<file path="config.mk">
export PLATFORM = sky130hd
export DESIGN_NAME = fetch_redirect
export DESIGN_NICKNAME = d
export VERILOG_FILES = /design/src/rtl/fetch_redirect_pkg.sv /design/src/rtl/fetch_npc.sv /design/src/rtl/fetch_redirect.sv
export SDC_FILE = /design/constraint.sdc
export NUM_CORES = 1
export LEC_CHECK = 0
export BUFFER_PORTS_ARGS = -buffer_cell sky130_fd_sc_hd__buf_2
export CORE_UTILIZATION = 45
export DETAILED_ROUTE_END_ITERATION = 6
export GPL_TIMING_DRIVEN = 0
export HOLD_SLACK_MARGIN = 0.06
export PLACE_DENSITY = 0.69
export SKIP_CTS_REPAIR_TIMING = 1
export SLEW_MARGIN = 20
export SYNTH_ARGS = -nofsm -noshare
export SYNTH_HDL_FRONTEND = slang
export SYNTH_SLANG_ARGS = --single-unit
</file>
<file path="constraint.sdc">
create_clock -name clk -period 6.33 [get_ports clk]
set_clock_uncertainty 0.1 [all_clocks]
set_input_delay 1.266 -clock clk [delete_from_list [all_inputs] [get_ports clk]]
set_output_delay 1.266 -clock clk [all_outputs]
set_load 0.02 [all_outputs]
</file>
<file path="src/rtl/fetch_redirect_pkg.sv">
// Shared fetch-stage definitions: reset PC, nop encoding, instruction-memory
// address window and the next-PC select encoding used by fetch_npc.
package fetch_redirect_pkg;

    localparam logic [31:0] PC_RESET_DEFAULT = 32'h0000_3000;
    localparam logic [31:0] NOP_WORD_DEFAULT = 32'h0000_0000;

    // Instruction memory spans PC_RESET .. PC_RESET + IM_SPAN inclusive.
    localparam logic [31:0] IM_SPAN = 32'h0000_6FFF;

    typedef enum logic [1:0] {
        NPC_SEQ = 2'd0,
        NPC_BR  = 2'd1,
        NPC_J   = 2'd2,
        NPC_JR  = 2'd3
    } npc_sel_e;

    // Word-aligned, sign-extended branch displacement.
    function automatic logic [31:0] branch_disp(input logic [15:0] imm16);
        return {{14{imm16[15]}}, imm16, 2'b00};
    endfunction

endpackage

</file>
<file path="src/rtl/fetch_npc.sv">
// Combinational next-PC selection: jr > j > taken branch > sequential.
// A nullified delay slot (flush) only ever continues sequentially, unless a
// taken branch is asserted alongside it, in which case the branch target wins.
module fetch_npc
    import fetch_redirect_pkg::*;
(
    input  logic [31:0] F_PC,
    input  logic [31:0] D_PC,
    input  logic        D_isBranch,
    input  logic        D_flush,
    input  logic        D_isJump,
    input  logic        D_isJr,
    input  logic [15:0] D_imm16,
    input  logic [25:0] D_index26,
    input  logic [31:0] D_jrTarget,
    output logic [31:0] npc
);

    npc_sel_e sel;

    // Pick the redirect source by priority.
    always_comb begin
        sel = NPC_SEQ;
        if (D_flush) begin
            if (D_isBranch) sel = NPC_BR;
        end else if (D_isJr) begin
            sel = NPC_JR;
        end else if (D_isJump) begin
            sel = NPC_J;
        end else if (D_isBranch) begin
            sel = NPC_BR;
        end
    end

    // Form the selected target; redirects are relative to the D-stage PC.
    always_comb begin
        npc = F_PC + 32'd4;
        case (sel)
            NPC_JR:  npc = D_jrTarget;
            NPC_J:   npc = {D_PC[31:28], D_index26, 2'b00};
            NPC_BR:  npc = D_PC + 32'd4 + branch_disp(D_imm16);
            default: npc = F_PC + 32'd4;
        endcase
    end

endmodule

</file>
<file path="src/rtl/fetch_redirect.sv">
// Fetch-stage PC register and IF/ID pipeline register.
// Optional macro FETCH_ADEL_EN adds F_adel: an instruction-fetch address
// error flag (misaligned or outside the IM window) carried alongside IF/ID.
module fetch_redirect
    import fetch_redirect_pkg::*;
#(
    parameter logic [31:0] PC_RESET = PC_RESET_DEFAULT,
    parameter logic [31:0] NOP_WORD = NOP_WORD_DEFAULT
) (
    input  logic        clk,
    input  logic        reset,
    input  logic        stall,
    input  logic [31:0] F_instr,
    input  logic        D_isBranch,
    input  logic        D_flush,
    input  logic        D_isJump,
    input  logic        D_isJr,
    input  logic [15:0] D_imm16,
    input  logic [25:0] D_index26,
    input  logic [31:0] D_jrTarget,
    output logic [31:0] F_PC,
    output logic [31:0] D_PC,
    output logic [31:0] D_instr
`ifdef FETCH_ADEL_EN
    ,
    output logic        F_adel
`endif
);

    logic [31:0] npc;
    logic        fetch_fault;

    fetch_npc u_npc (
        .F_PC       (F_PC),
        .D_PC       (D_PC),
        .D_isBranch (D_isBranch),
        .D_flush    (D_flush),
        .D_isJump   (D_isJump),
        .D_isJr     (D_isJr),
        .D_imm16    (D_imm16),
        .D_index26  (D_index26),
        .D_jrTarget (D_jrTarget),
        .npc        (npc)
    );

`ifdef FETCH_ADEL_EN
    // Fetch address error: misaligned or outside the instruction memory.
    always_comb begin
        fetch_fault = (F_PC[1:0] != 2'b00)
                   || (F_PC < PC_RESET)
                   || (F_PC > (PC_RESET + IM_SPAN));
    end
`else
    assign fetch_fault = 1'b0;
`endif

    // PC and IF/ID update; stall freezes everything and ignores D-stage controls.
    always_ff @(posedge clk) begin
        if (!reset) begin
            F_PC    <= PC_RESET;
            D_PC    <= PC_RESET;
            D_instr <= NOP_WORD;
`ifdef FETCH_ADEL_EN
            F_adel  <= 1'b0;
`endif
        end else if (!stall) begin
            F_PC <= npc;
            D_PC <= F_PC;
            if (D_flush || fetch_fault) begin
                D_instr <= NOP_WORD;
            end else begin
                D_instr <= F_instr;
            end
`ifdef FETCH_ADEL_EN
            F_adel <= fetch_fault && !D_flush;
`endif
        end
    end

endmodule

</file>
==> flow_summary_export.csv <==
group,metric,value,unit
cts,cts_root_buffer,"clkbuf_16",
floorplan,pin_count,209,
global_routing,grt_pass1_wl,31.93,mm
power_and_ir_drop,pwr-share-clk,33.0,%
finish,synthToLayoutAreaGrowth,23.72,%
power_and_ir_drop,p_sw_share,33.96,%
setup_path,rrSetupSlack,2.98,ns
cts,cts.sinks,96,
routing,avgRoutedWirePerCell,17.87,µm
yosys,synth-async-reset-ratio,0,%
yosys,syn_area,6531,µm²
hold_path,hold_depth,2,
floorplan,dieArea,15000,µm²
global_routing,grt_max_degree,18,
timing,setup_tns,0,ns
timing,fin_crit_sh,63.34,%
power_and_ir_drop,p_int,1.091,mW
setup_path,rr_startpoint,"D_PC[3]$_SDFFE_PN0N_",
yosys,synth_warnings,0,
floorplan,core,14040,µm²
cts,tritoncts,"built",
flow_run,max_cap_viol_count,0,
routing,drtIter0Drc,529,
timing,finalCriticalPeriod,4.009,ns
yosys,synthesis.nets,937,
routing,drt-total-wl,20.87,mm
routing,antenna_left,0,
power_and_ir_drop,pwr-share-comb,25.8,%
routing,remaining_drc_errors,0,
power_and_ir_drop,seqPwrFrac,41.1,%
timing,drv_slew,0,
global_routing,first_global_vias,6139,
yosys,synthCells,765,
setup_path,path_max_fanout,3,
yosys,syn_avg_cell_area,8.538,µm²
cts,cts_buffers,9,
yosys,synth_edf_count,0,
setup_path,startpoint,"D_imm16[1]",
floorplan,die_x,122.5,µm
cts,insertion_delay,0.36,ns
finish,final_core_util,57.54,%
hold_path,min-delay-start,"D_PC[13]$_SDFFE_PN1N_",
timing,relSlewSlack,48.70,%
timing,setup_slack,2.321,ns
hold_path,min_delay_worst_endpoint,"D_PC[13]$_SDFFE_PN1N_",
timing,tightest_slew,0.7695,ns
power_and_ir_drop,p_total,1.652,mW
setup_path,arrival,4.15,ns
place,pre_cts_ws,2.012,ns
finish,fillerInstances,1385,
global_routing,grt_usage,27.88,%
floorplan,placementRows,43,
setup_path,crit_type,"input pin to flip-flop",
yosys,ys_types,70,
yosys,ys_ff_latch,96,
routing,via_per_inst,5.765,
place,port_buffers,207,
power_and_ir_drop,power.leakage,3.747,nW
floorplan,start_util,46.51,%
power_and_ir_drop,max-vdd-ir-drop,0.1233,mV
setup_path,startpoint_type,"input pin",
routing,via_count,6733,
setup_path,crit_required,6.47,ns
yosys,ys_seq_area_share,29.43,%
timing,finalHoldViolCount,0,
place,dpl.hpwl,16.10,mm
cts,htreeDepth,3,
timing,rsz0062_at_grt,"no",
setup_path,cp-end-kind,"flip-flop",
routing,first_pass_iters,5,
timing,max_freq,249.4,MHz
setup_path,reg2regPathDepth,12,
cts,path_clk_slew,0.07,ns
hold_path,hp-class,"flip-flop to flip-flop",
setup_path,reg2reg_to,"F_PC[27]$_SDFFE_PN0N_",
yosys,ys.flop_type,"dfxtp_1",
global_routing,grt_overflow,0,
power_and_ir_drop,power_density,204.5,nW/µm²
place,gp_congestion,0.9544,
finish,fin_nets,1155,
timing,final-setup-viol-count,0,
finish,layout-drive-gt1-share,25.71,%
outcome,status,"finished, final reports clean",
global_routing,grt_antenna_before_repair,0,
finish,diodes,0,
power_and_ir_drop,switchingPower,0.5610,mW
cts,clk_path_buf_depth,2,
floorplan,die_y,122.5,µm
==> layout make-up <==
cell class	instances	area, µm²	share of cell area [%]
timing repair buffer	207	1036	12.82
multi-input combinational	603	4347	53.79
buffer	52	210.2	2.601
clock buffer	10	239.0	2.958
sequential	96	1922	23.78
tap	180	225.2	2.787
clock inverter	6	48.80	0.6039
inverter	14	52.55	0.6504
==> routing by layer <==
layer  routed length (µm)  track usage [%]  up-vias
li1                     -                -     3291
met1                 9420            37.10     3201
met2                 9713            44.84      221
met3                 1425            6.552       20
met4                  310            7.622        0
met5                    0                0        -
==> cell usage after synthesis, types with 8 or more instances <==
cell type / instances / share of area (%)
a21o_1: 14 / 1.6
a21oi_1: 57 / 4.4
a221oi_1: 27 / 3.6
a22oi_1: 35 / 4.0
and3_1: 8 / 0.77
clkbuf_1: 36 / 2.1
dfxtp_1: 96 / 29
ha_1: 58 / 11
inv_1: 14 / 0.80
mux2i_1: 33 / 5.1
nand2_1: 48 / 2.8
nand3_1: 18 / 1.4
nand4_1: 11 / 1.1
nor2_1: 42 / 2.4
nor2b_1: 67 / 6.4
o21a_1: 9 / 1.0
o21ai_0: 40 / 3.1
xnor2_1: 19 / 2.5
xor2_1: 12 / 1.6
==> logic make-up after synthesis <==
kind of cell	count (synthesis)	synth area share, %
and+or+nand+nor	226	18.70
adders and majority gates	59	11.42
DFF	96	29.43
AOI/OAI and AO/OA	254	27.22
xor gates and xnor gates	31	4.157
muxes	33	5.058
buffers and inverters	66	4.023
==> power groups by stage <==
stage	Clock (mW)	Sequential [mW]	Combinational, mW
2_1_floorplan	0	0.724	0.239
3_3_place_gp	0	0.692	0.419
3_5_place_dp	0	0.692	0.421
4_1_cts	0.552	0.679	0.423
5_1_grt	0.576	0.684	0.468
6_report	0.545	0.680	0.427
==> worst max-delay path, stage by stage <==
cell and delay (ns):
buf_2 0.10, ha_1 0.29, ha_1 0.17, inv_1 0.06
fa_1 0.39, and2b_1 0.25, o2111ai_2 0.14, a31o_1 0.29
a311oi_2 0.45, o2111ai_2 0.24, and3_1 0.24, o21ai_1 0.17
a21oi_1 0.09
==> through the flow <==
stage / hold WS, ns / cells / instance area (µm²)
floorplan: 0.4794 / 765 / 6531
global placement: 0.3988 / 1152 / 7792
detailed placement: 0.3988 / 1152 / 7792
CTS: 0.4168 / 1168 / 8080
global route: 0.4541 / 1168 / 8080
finish: 0.4139 / 1168 / 8080
==> sequential cells by signal (all words and copies together) (netlist names) <==
name / count
F_PC: 32
D_instr: 32
D_PC: 32
==> worst max-delay path by stage <==
stage | slack [ns] | to
after floorplan | 2.56 | F_PC[27]$_SDFFE_PN0N_
after global placement | 2.04 | F_PC[27]$_SDFFE_PN0N_
after detailed placement | 2.01 | F_PC[27]$_SDFFE_PN0N_
after CTS | 2.39 | F_PC[27]$_SDFFE_PN0N_
after global routing | 2.25 | F_PC[31]$_SDFFE_PN0N_
final | 2.32 | F_PC[27]$_SDFFE_PN0N_
==> layout by cell type, fill, tap and decap left out, types with 12 or more instances in the layout <==
| master | count |
|---|---|
| nor2b_1 | 67 |
| nor2_1 | 42 |
| mux2i_1 | 33 |
| xor2_1 | 12 |
| dfxtp_1 | 96 |
| o21ai_0 | 40 |
| xnor2_1 | 19 |
| buf_2 | 214 |
| inv_1 | 14 |
| clkbuf_1 | 36 |
| a22oi_1 | 35 |
| a21oi_1 | 57 |
| a21o_1 | 14 |
| a221oi_1 | 27 |
| nand3_1 | 18 |
| nand2_1 | 48 |
| ha_1 | 58 |
No activity file was read; power rests on OpenSTA's default activity.
